==> src/rtl/aes_subbytes_seq_dom.sv <==
// Byte-serial SubBytes sequencer feeding a pipelined DOM masked S-box and
// reassembling the substituted state. Optional macro: SUBBYTES_ZEROIZE_EN.
module aes_subbytes_seq_dom #(
    parameter int d        = 2,
    parameter int SBOX_LAT = 4
) (
    input  logic                 clk,
    input  logic                 rst,
    input  logic                 start,
    input  logic [128*d-1:0]     state_in,
    output logic                 busy,
    output logic                 done,
    output logic [128*d-1:0]     state_out,
    output logic [8*d-1:0]       sbox_in,
    output logic                 rnd_req,
    input  logic [8*d-1:0]       sbox_out
);

    localparam int BW = 8 * d;

    typedef enum logic [1:0] {
        IDLE  = 2'd0,
        ISSUE = 2'd1,
        DRAIN = 2'd2,
        DONE  = 2'd3
    } state_t;

    state_t              state_r;
    logic [128*d-1:0]    in_reg_r;
    logic [128*d-1:0]    state_out_r;
    logic [BW-1:0]       sbox_in_r;
    logic [3:0]          issue_cnt_r;
    logic [3:0]          cap_cnt_r;
    logic [SBOX_LAT-1:0] vld_sr_r;
    logic                busy_r;
    logic                done_r;
    logic                rnd_req_r;
    logic [3:0]          next_issue_s;
    logic                cap_s;

    assign next_issue_s = issue_cnt_r + 4'd1;
    // Tap marks the cycle in which the byte issued SBOX_LAT cycles ago is on sbox_out.
    assign cap_s        = vld_sr_r[SBOX_LAT-1];

    assign busy      = busy_r;
    assign done      = done_r;
    assign state_out = state_out_r;
    assign sbox_in   = sbox_in_r;
    assign rnd_req   = rnd_req_r;

    // Sequencer FSM, in-flight tracking, result capture and registered outputs.
    always_ff @(posedge clk) begin
        if (rst) begin
            state_r     <= IDLE;
            in_reg_r    <= {(128*d){1'b0}};
            state_out_r <= {(128*d){1'b0}};
            sbox_in_r   <= {BW{1'b0}};
            issue_cnt_r <= 4'd0;
            cap_cnt_r   <= 4'd0;
            vld_sr_r    <= {SBOX_LAT{1'b0}};
            busy_r      <= 1'b0;
            done_r      <= 1'b0;
            rnd_req_r   <= 1'b0;
        end else begin
            vld_sr_r[0] <= rnd_req_r;
            for (int i = 1; i < SBOX_LAT; i++) begin
                vld_sr_r[i] <= vld_sr_r[i-1];
            end

            if (cap_s) begin
                state_out_r[cap_cnt_r*BW +: BW] <= sbox_out;
                if (cap_cnt_r != 4'd15) begin
                    cap_cnt_r <= cap_cnt_r + 4'd1;
                end else begin
                    cap_cnt_r <= cap_cnt_r;
                end
            end else begin
                cap_cnt_r <= cap_cnt_r;
            end

            case (state_r)
                IDLE: begin
                    if (start) begin
                        in_reg_r    <= state_in;
                        sbox_in_r   <= state_in[BW-1:0];
                        rnd_req_r   <= 1'b1;
                        busy_r      <= 1'b1;
                        issue_cnt_r <= 4'd0;
                        cap_cnt_r   <= 4'd0;
`ifdef SUBBYTES_ZEROIZE_EN
                        state_out_r <= {(128*d){1'b0}};
`endif
                        state_r     <= ISSUE;
                    end else begin
                        state_r <= IDLE;
                    end
                end
                ISSUE: begin
`ifdef SUBBYTES_ZEROIZE_EN
                    in_reg_r[issue_cnt_r*BW +: BW] <= {BW{1'b0}};
`endif
                    // Count holds at 15 so it never wraps inside one operation.
                    if (issue_cnt_r == 4'd15) begin
                        sbox_in_r <= {BW{1'b0}};
                        rnd_req_r <= 1'b0;
                        state_r   <= DRAIN;
                    end else begin
                        issue_cnt_r <= next_issue_s;
                        sbox_in_r   <= in_reg_r[next_issue_s*BW +: BW];
                        state_r     <= ISSUE;
                    end
                end
                DRAIN: begin
                    if (cap_s && (cap_cnt_r == 4'd15)) begin
                        busy_r  <= 1'b0;
                        done_r  <= 1'b1;
                        state_r <= DONE;
                    end else begin
                        state_r <= DRAIN;
                    end
                end
                DONE: begin
                    done_r  <= 1'b0;
                    state_r <= IDLE;
                end
                default: begin
                    busy_r    <= 1'b0;
                    done_r    <= 1'b0;
                    rnd_req_r <= 1'b0;
                    sbox_in_r <= {BW{1'b0}};
                    state_r   <= IDLE;
                end
            endcase
        end
    end

endmodule

==> config.mk <==
export PLATFORM = sky130hd
export DESIGN_NAME = aes_subbytes_seq_dom
export DESIGN_NICKNAME = d
export VERILOG_FILES = /design/src/rtl/aes_subbytes_seq_dom.sv
export SDC_FILE = /design/constraint.sdc
export NUM_CORES = 1
export LEC_CHECK = 0
export CAP_MARGIN = 10
export CORE_ASPECT_RATIO = 0.9
export CORE_UTILIZATION = 25
export CTS_CLUSTER_SIZE = 14
export DETAILED_ROUTE_END_ITERATION = 10
export PLACE_DENSITY_LB_ADDON = 0.05
export SYNTH_ARGS = -nofsm -noshare
export SYNTH_HDL_FRONTEND = slang
export SYNTH_SLANG_ARGS = --single-unit
==> constraint.sdc <==
create_clock -name clk -period 3.55 [get_ports clk]
set_input_delay 0.71 -clock clk [delete_from_list [all_inputs] [get_ports clk]]
set_output_delay 0.71 -clock clk [all_outputs]
set_load 0.01 [all_outputs]
After elaboration in Yosys (flattened, before gate mapping). Cells that the tools add are included.

Flip-flop bits (word level): 545. Output and inout port bits: 275. Word-level logic and storage cells: 59.

Add/sub/neg operators: 3. Equal/unequal tests: 10. Shift-type cells: 3. Muxes and demuxes: 22. Reductions and logical operators: 11.

Operator list (count): bitwise mux 256 bit (1); variable shift 16 x 34 -> 256 bit, first input constant (1); variable part select 16 x 34 -> 256 bit (1); variable part select 256 x 9 -> 16 bit (1); negator 8 -> 34 bit (1); 2-to-1 mux 16 bit (2); one-hot mux 16 bit (2 select lines) (1); 2-to-1 mux 4 bit (6); AND reduction 3 bit (3); adder 4 x 1 -> 4 bit, second input constant (2); equality test 4 bit, second input constant (2); != test 2 bit, second input constant (4); one-hot mux 2 bit (4 select lines) (1); one-hot mux 4 bit (2 select lines) (1); 2-to-1 mux 1 bit (6); one-hot mux 1 bit (2 select lines) (3); AND reduction 2 bit (3); nonzero test 2 bit (3); equality test 2 bit, second input constant (2); != test 4 bit, second input constant (1); equality test 2 x 1 -> 1 bit, second input constant (1); logical NOT 2 bit (1); 2-to-1 mux 2 bit (1); logical AND 1 bit (1).

Longest topological paths before layout.
Depth in word-level cells: 5. Gate-level depth with buffers: 11. Mapped depth without buffers: 6.

Least setup slack after synthesis. No wires, ideal clock.

Path kind: register -> register. Start point: reg cap_cnt_r[0]. End point: reg state_out_r[10] (netlist: state_out[10]). Library setup time: 0.132 ns. Arrival: 2.682 ns. Data required time: 3.418 ns. Slack: 0.736 ns. Cell stages (with the launch flop): 12. Cells stage by stage: dfxtp_1 -> clkbuf_1 -> clkbuf_1 -> inv_1 -> ha_1 -> clkbuf_1 -> or2_2 -> or4_1 -> buf_2 -> buf_6 -> nand2_1 -> a21oi_1.

Longest elaborated chain between the ends: 3. Elaborated cells on any way between the ends: 4. Classes of those cells: add/sub (1); shift (2); mux (1).

RTL lines: start: declaration (line 33) `logic [3:0] cap_cnt_r;`; start signal: assignment (line 73) `cap_cnt_r <= cap_cnt_r + 4'd1;`; start signal: assignment (line 75) `cap_cnt_r <= cap_cnt_r;`; start signal: assignment (line 78) `cap_cnt_r <= cap_cnt_r;`; negator 8 -> 34 bit (*) (line 71) `state_out_r[cap_cnt_r*BW +: BW] <= sbox_out;`; variable part select 16 x 34 -> 256 bit or variable shift 16 x 34 -> 256 bit (tied branches) (line 71); bitwise mux 256 bit (*) (line 71); end signal: assignment (line 56) `state_out_r <= {(128*d){1'b0}};`; end signal: indexed assignment (line 71); end: declaration (line 30) `logic [128*d-1:0] state_out_r;`.

Mark *: on every way between the ends. The rest lies on a longest branch, timed or not. A chain may end at the register's enable or synchronous reset.

Final worst setup path.
Start point: reg issue_cnt_r[1]. End point: reg sbox_in_r[3] (netlist: sbox_in[3]).

Longest elaborated chain between the ends: 4. Elaborated cells on any way between the ends: 5. Classes of those cells: add/sub (1); eq/ne (1); shift (1); mux (2).

RTL lines: start: declaration (line 32) `logic [3:0] issue_cnt_r;`; start signal: assignment (line 108) `issue_cnt_r <= next_issue_s;`; adder 4 x 1 -> 4 bit (line 41) `assign next_issue_s = issue_cnt_r + 4'd1;`; variable part select 256 x 9 -> 16 bit (line 109) `sbox_in_r <= in_reg_r[next_issue_s*BW +: BW];`; 2-to-1 mux 16 bit (*) (line 103) `if (issue_cnt_r == 4'd15) begin`; one-hot mux 16 bit (2 select lines) (*) (line 81) `case (state_r)`; end signal: assignment (line 85) `sbox_in_r <= state_in[BW-1:0];`; end signal: assignment (line 104) `sbox_in_r <= {BW{1'b0}};`; end signal: assignment (line 109); end: declaration (line 31) `logic [BW-1:0] sbox_in_r;`.

Marked as above.

==> impl_results.md <==
* Routed WL at around 90,000 µm
* Fraction of registers with async set/reset at 0%
* Mapped Area at between 20,000 and 25,000 µm²
* Hold Path Origin: vld_sr_r[2]
* Fmax at 353 MHz
* Syn. warnings at 0
* Clk pwr share at between 40% and 50%
* Global route overflow at 0
* Psw at 3680 µW
* Xor-xnor portion of the synthesized cell area at 0.201%
* CP peak stage delay at between 0.6 and 0.7 ns
* Int Power at 11,200 µW
* Post-route DRC at 0
* Post-synthesis mux area share at 11.6%
* GR met3 Demand/Resource at 4.27%
* Synth Area in Compound Gates at 20.3%
* Area growth, synth to finish at 42.0%
* Crit-path slowest cell: ha_4
* Mean Syn Cell Area at 10.1 µm²
* Number of CTS-inserted buffers at 67
* Most common cell after layout, fill and taps aside: clkdlybuf4s50_1
* Clock buffer depth at 3
* Met2 GRT Util at roughly a third
* Row count at 100
* I/O pin cnt at 550
* Netlist cell types at 47
* Total clock sinks at 545
* Worst-path clk slew at 0.06 ns
* Crit path buffers/inverters at 1
* Initial DRC Count at 1,254
* Sequential area share after synthesis at approximately half
* Core area at between 80,000 and 90,000 µm²
* Aggregate global-route resource usage at 20.4%
* Kind of critical path: reg2reg
* Synth Net Count at 2,378
* Worst reg-to-reg path cell count at 6
* Final HPWL DP at 63,600 µm
* Worst Path Arrival at 3.35 ns
* Wire per inst at ~24 µm
* Kind of start point of the critical path: flop
* Crit path max-delay family: multiplexers
* Slew Limit Fails at 0
* Filler-free cell count of the finished design at 3,721
* Die ar. at 85,900 µm²
* Nets at 2,835
* Initial core utilization at 25.4%
* Vias per inst at ~5
* R2r startpoint: issue_cnt_r[1]
* Final worst path period need at about 2.8 ns
* CP max FO at 35
* Worst Path Required at 4.07 ns
* Min-Delay Path Class: reg2reg
* Largest net degree at the start of global routing at 102
* Post-cts resize count at 0
* CTS H-tree lvls at 3
* Post-synth EDFFs at 0
* Synth Area in Adders at less than 1%
* R2R Setup Slk at 0.72 ns
* IO buf count at 549
* Hold Path Cell Cnt at 1
* Seq pwr share at between 40 and 50%
* Setup violators final at 0
* Die Span Y at 278 µm
* FF+latch count, synth at approximately 550
* Worst slew pin tran at 0.917 ns
* Number of max-cap violations at 0
* Skew final at 0.0187 ns
* RSZ-0062 raised after global routing: no
* Post-Syn Instances at 2,097
* DRT Pass-1 Iters at 5
* CP Cell Sequence: ha_4, buf_12, mux2i_1, mux4_2, or4_1, a31oi_1
* Main combinational cell family by area after synthesis: compound AO/OA/AOI/OAI gates
* Detail Route Antenna Nets at 0
* Fraction of layout instances using a drive strength above 1 at 9.74%
* Hold-fix buffers at CTS at 0
* Synth Flop Type: dfxtp_1
* Rel. slew slack at 38.9%
* Total number of vias at 18,542
* Global placement routability congestion at 0.770
* Placed insts at approximately 3,600
* Hold EP: vld_sr_r[3]
* CP endpoint kind: flop
* Total negative slack at 0 ns
* CTS tree: yes
* Most frequent cells in the layout: clkdlybuf4s50_1, dfxtp_1, a22o_1, a21oi_1, mux2i_1
* Status: finished clean
* Vias in the first global route at 18,628
* Grt met1 use at around a quarter
* Initial antenna violation count at 10
* Sw Share at 24.7%
* First-pass GRT wire length at 130,000 µm
* Die W at between 300 and 400 µm
* Post CTS Setup Buffer Count at 0
* Clk_lat worst skew at 0.60 ns
* Simple logic cell fraction of the synthesized area at 11.4%
* Final hold violation count at 0
* Root Driver: clkbuf_16
* Comb power frac at between 10% and 20%
* Worst reg2reg path endpoint: sbox_in[3]
* Peak VDD IR at 282 µV
* P per Cell Area at 496 nW/µm²
* # fillers at 8,374
* Leakage at 0.0108 µW
* Period utilization at roughly 80%
* Grt peak-use layer: met2
-- layout make-up --
class	count	area [µm²]	share of cell area, %
Antenna cell	1	2.50	0.00832
Clock buffer	99	1950	6.48
Clock inverter	14	204	0.678
Inverter	4	15.0	0.0499
Multi-Input combinational cell	1316	9400	31.2
Sequential cell	545	10900	36.3
Tap cell	1122	1400	4.67
Timing Repair Buffer	620	6190	20.6
-- cells by family after synthesis --
| family | after synthesis |
|---|---|
| flip-flops | 545 |
| AND/OR/NAND/NOR | 473 |
| adder cells (fa/ha/maj) | 6 |
| multiplexers | 184 |
| buffers and inverters | 236 |
| XOR/XNOR | 4 |
| AO/OA/AOI/OAI | 649 |
-- registers in the layout (all words and copies together) (netlist names) --
signal	flops
busy	1
cap_cnt_r	4
done	1
in_reg_r	256
issue_cnt_r	4
rnd_req	1
sbox_in	16
state_out	256
state_r	2
vld_sr_r	4
-- worst max-delay path by stage --
stage                        start             to  cells past startpoint
global route        issue_cnt_r[1]     sbox_in[3]                      6
CTS                 issue_cnt_r[1]     sbox_in[3]                      6
finish              issue_cnt_r[1]     sbox_in[3]                      6
detailed placement  issue_cnt_r[1]     sbox_in[3]                      6
global placement    issue_cnt_r[1]     sbox_in[3]                      6
floorplan             cap_cnt_r[0]  state_out[10]                     11
-- per-layer routing --
metal	up-vias	share of wire [%]
met5	-	0.086
met4	14	2.4
met3	123	5.7
met2	520	49
met1	9177	43
li1	8708	-
-- synth_stat cells, types with 19 or more instances --
cell type  count  area share, %
nand3_1      102            2.4
nor2_1        69            1.2
dfxtp_1      545             52
mux2i_1      120            5.7
clkbuf_1     185            3.3
a21oi_1      225            5.3
o21ai_0       88            2.1
buf_2         20           0.47
nand4_1      107            3.2
mux4_2        48            5.1
or4_1         19           0.67
nand2_1      117            2.1
o21ai_1       45            1.1
a22o_1       256             11
-- per-stage QoR --
| step | hold slack, ns | setup WS, ns | utilization [%] | total power, µW | area (µm²) |
|---|---|---|---|---|---|
| after floorplan | 0.414 | 0.736 | - | 7400 | 21200 |
| after global placement | 0.437 | 0.737 | 33.5 | 8220 | 27900 |
| after detailed placement | 0.436 | 0.719 | 33.5 | 8230 | 27900 |
| after CTS | 0.453 | 0.682 | 36.1 | 15200 | 30100 |
| after global routing | 0.461 | 0.595 | 36.1 | 15500 | 30100 |
| final | 0.437 | 0.719 | 36.1 | 14900 | 30100 |
-- power by group through the flow --
| stage | Combinational [µW] | Clock, µW | Sequential (µW) |
|---|---|---|---|
| 6_report | 1560 | 6850 | 6510 |
| 5_1_grt | 1660 | 7290 | 6530 |
| 4_1_cts | 1600 | 7080 | 6510 |
| 3_5_place_dp | 1590 | 0 | 6640 |
| 3_3_place_gp | 1590 | 0 | 6630 |
| 2_1_floorplan | 796 | 0 | 6600 |
Note: power is estimated with default switching activity, not from simulation.
==> variant 1 (config.mk and constraints unchanged) <==
`d`: 2 -> 1.
--- a/src/rtl/aes_subbytes_seq_dom.sv
+++ b/src/rtl/aes_subbytes_seq_dom.sv
@@ -2,5 +2,5 @@
 // reassembling the substituted state. Optional macro: SUBBYTES_ZEROIZE_EN.
 module aes_subbytes_seq_dom #(
-    parameter int d        = 2,
+    parameter int d        = 1,
     parameter int SBOX_LAT = 4
 ) (
Ports: changed (resized sbox_in, sbox_out, state_in and state_out); port bits go from 550 to 278. No check against the original RTL was run, so the function may have changed too.
==> variant 1 against the unedited design <==
- sequential cell count down 264
- final cell count down 38%
- sequential share of layout area is 2.3 points lower
- cell area decreased by 45%
- synthesized area fell by 44%
- wire length fell by 47%
- first-iteration DRC count shrank 32%
- combinational power fell by 54%
- setup slack improved by 33 ps
- power fell by 47%
- critical path type unchanged
- highest routed layer is now met4
==> variant 1: results (changes against the unedited design) <==
outcome:
  status: "finished, final reports clean"  # unchanged
setup_path:
  r2r_start: "cap_cnt_r[0]"  # was issue_cnt_r[1]
  crit_fanout: 31  # was 35
  max_stage_delay_ps: 740  # was 630 ps
  worstSetupStartpoint: "cap_cnt_r[0]"  # was issue_cnt_r[1]
  cpMaxStageDelayCell: "a21o_1"  # was ha_4
logic_synthesis:
  synth_nets: 1576  # was 2378
  ys_top_cells_by_count: "nand2_1 (282), dfxtp_1 (281), a21oi_1 (275)"  # was dfxtp_1 (545), a22o_1 (256), a21oi_1 (225)
  ys_top_cells_by_area: "dfxtp_1 (47%), a21oi_1 (12%), nand2_1 (8.9%)"  # was dfxtp_1 (52%), a22o_1 (11%), mux2i_1 (5.7%)
  yosysSeqAreaShare: 0.472  # was 0.515
clocking:
  h-tree-depth: 2  # was 3
  cts_buffers: 35  # was 67
  insertion_delay_ps: 510  # was 600 ps
finish:
  fillers: 4942  # was 8374
  layout-drive-gt1-share: 0.0842  # was 0.0974
placement:
  io_buffers: 277  # was 549
  finalWeightedCongestion: 0.776  # was 0.770
  hpwl_mm: 32.7  # was 63.6 mm
timing:
  slew_headroom: 0.233  # was 0.389
global_routing:
  grt_max_degree: 132  # was 102
  grt_pass1_vias: 10980  # was 18628
  grt_first_pass_wirelength_mm: 71.4  # was 130 mm
  track_usage: 0.193  # was 0.204
detailed_routing:
  drtIter0Drc: 849  # was 1254
  routedWlPerCell_um: 20.8  # was 24.2 µm
  vias_per_cell: 4.93  # was 4.98
pwr:
  intPower_mw: 6.07  # was 11.2 mW
hold_path:
  hp-start: "vld_sr_r[1]"  # was vld_sr_r[2]
-- variant 1: layer usage --
metal,part of all wire,GRT usage
met1,0.51,0.296
met5,0,0
met2,0.43,0.276
met4,0.013,0.0392
met3,0.053,0.0368
-- variant 1: worst max-delay path, delay by kind of cell, from the launching register on --
family | cells | cell delay (ps)
flip-flops | 1 | 340
AO/OA/AOI/OAI | 3 | 1140
adder cells (fa/ha/maj) | 1 | 480
buffers and inverters | 1 | 360
AND/OR/NAND/NOR | 2 | 370
-- variant 1: logic make-up after synthesis --
| kind of cell | share of synthesized area |
|---|---|
| AOI/OAI and AO/OA | 0.187 |
| xor gates and xnor gates | 0.00367 |
| adders and majority gates | 0.00420 |
| buffers and inverters | 0.0502 |
| DFF | 0.472 |
| muxes | 0.0822 |
| and+or+nand+nor | 0.201 |
-- variant 1: layout make-up --
cell class	instances	area [µm²]	share of cell area
inverters	4	15.0	0.000906
clock inverters	11	183	0.0110
well taps	616	771	0.0465
repair buffers	317	3130	0.189
multi-input cells	1011	5770	0.348
flip-flops and latches	281	5630	0.339
clock buffers	51	1080	0.0651
diodes	1	2.50	0.000151
-- variant 1: stage by stage --
step	worst slack [ps]	total power, mW	area, µm²	std cells
global placement	814	4.12	15300	2229
finish	752	7.94	16600	2292
CTS	793	8.07	16600	2291
floorplan	969	3.76	11900	1433
global route	510	8.27	16600	2291
detailed placement	818	4.13	15300	2229
-- variant 1: power by group through the flow --
stage | clock [mW] | combinational [mW] | sequential [mW]
floorplan | 0 | 0.386 | 3.37
detailed placement | 0 | 0.727 | 3.40
global route | 4.14 | 0.785 | 3.34
finish | 3.89 | 0.719 | 3.33
CTS | 4.01 | 0.730 | 3.33
global placement | 0 | 0.722 | 3.40
-- variant 1: path summary, 6_finish.rpt --
path	to	slack, ps	cells after the start
worst max register to register	state_out[107]	750	7
worst min register to register	vld_sr_r[2]	440	1
worst min-delay path	vld_sr_r[2]	440	1
worst max-delay path	state_out[107]	750	7
==> variant 2 (same flow settings) <==
Made on the original files. Register the input `start` before use, with the module's reset. The logic sees it one clock later. The other inputs are not delayed to match.
--- a/src/rtl/aes_subbytes_seq_dom.sv
+++ b/src/rtl/aes_subbytes_seq_dom.sv
@@ -25,4 +25,14 @@
         DONE  = 2'd3
     } state_t;
+
+    logic start_q;
+
+    always_ff @(posedge clk) begin
+        if (rst) begin
+            start_q <= '0;
+        end else begin
+            start_q <= start;
+        end
+    end
 
     state_t              state_r;
@@ -81,5 +91,5 @@
             case (state_r)
                 IDLE: begin
-                    if (start) begin
+                    if (start_q) begin
                         in_reg_r    <= state_in;
                         sbox_in_r   <= state_in[BW-1:0];
Check against the original RTL: not equivalent (a bounded check fails within 4 cycles, from zero or initial values and one cycle with rst high).
==> variant 2 against the unedited design <==
- power shrank 4.7%
- cell area shrank 0.16%
- synthesized cell count grew 0.14%
- setup slack gained 150 ps
- final cell count grew 0.48%
- via count shrank 0.26%
- synthesized area grew 0.22%
- sequential cell count grew 1
- wire length is essentially flat
- count of clock-buffer cells in the layout shrank 1
- critical endpoint is now state_out[14]
==> variant 2: results (changes against the unedited design) <==
setup_path:
  worst_ep_arrival_time_ps: 3110  # was 3350 ps
pwr:
  vdd_ir_drop_max_uv: 292  # was 282 µV
  switching_share: 0.244  # was 0.247
  seq-power_mw: 6.43  # was 6.51 mW
  p_comb_frac: 0.089  # was 0.105
  leakage_nw: 10.7  # was 10.8 nW
global_routing:
  met1_usage: 0.251  # was 0.254
  track_usage: 0.203  # was 0.204
  grt_pass1_vias: 18285  # was 18628
  use_met2: 0.344  # was 0.351
  grt_first_pass_wirelength_mm: 129  # was 130 mm
  antenna_found_initial: 13  # was 10
detailed_routing:
  m1WireLength_mm: 37.7  # was 38.4 mm
  wl_mm: 90.2  # about the same
  wl_met2_mm: 44.7  # was 44.5 mm
logic_synthesis:
  synth_nets: 2381  # was 2378
  postSynthCellCount: 2100  # was 2097
  yosysSeqAreaShare: 0.515  # about the same
  synth-seq-cells: 546  # was 545
  synth_area_um2: 21200  # about the same
finish:
  buf_share: 0.206  # about the same
  multi_input_area_share: 0.314  # was 0.312
  clk_share: 0.0684  # was 0.0716
  antenna_cells: 7  # was 1
  nClkBuffers: 98  # was 99
  buffers: 619  # was 620
  fillers: 8434  # was 8374
  layout-drive-gt1-share: 0.0962  # was 0.0974
  seq_area_frac: 0.364  # was 0.363
  num-multi-input-gates: 1317  # was 1316
outcome:
  status: "finished, final reports clean"  # unchanged
placement:
  dp_slack_ps: 852  # was 719 ps
  dp.cells: 3617  # was 3607
  hpwl_mm: 63.8  # was 63.6 mm
  finalWeightedCongestion: 0.773  # was 0.770
hold_path:
  holdCritPathClass: "in -> reg"  # was reg -> reg
clocking:
  cts_buffers: 66  # was 67
[variant 2: changes by cell type in the layout (fill, tap and decap cells not counted), moves of 2 or more]
cell | before | now
o21ai_0 | 88 | 93
o21ai_1 | 44 | 39
diode_2 | 1 | 7
nand4_1 | 107 | 117
clkbuf_1 | 19 | 21
bufinv_16 | 4 | 1
clkinvlp_4 | 0 | 3
nand3_1 | 102 | 92
clkbuf_8 | 12 | 10
[variant 2: cell families (layout without fill, tap and decap cells)]
logic type,after synthesis,after routing,synth area share
compound gates,649,649,0.203
flops,546,546,0.515
simple gates,474,474,0.114
buf+inv,237,736,0.0462
mux,184,184,0.116
fa+ha+maj,6,6,0.00354
xor+xnor,4,4,0.00200
other cells,0,7,0
[variant 2: path summary, 6_finish.rpt]
kind	start	end	slack (ps)
min	rst	issue_cnt_r[1]	420
min reg2reg	vld_sr_r[1]	vld_sr_r[2]	430
max reg2reg	cap_cnt_r[2]	state_out[14]	870
max	cap_cnt_r[2]	state_out[14]	870
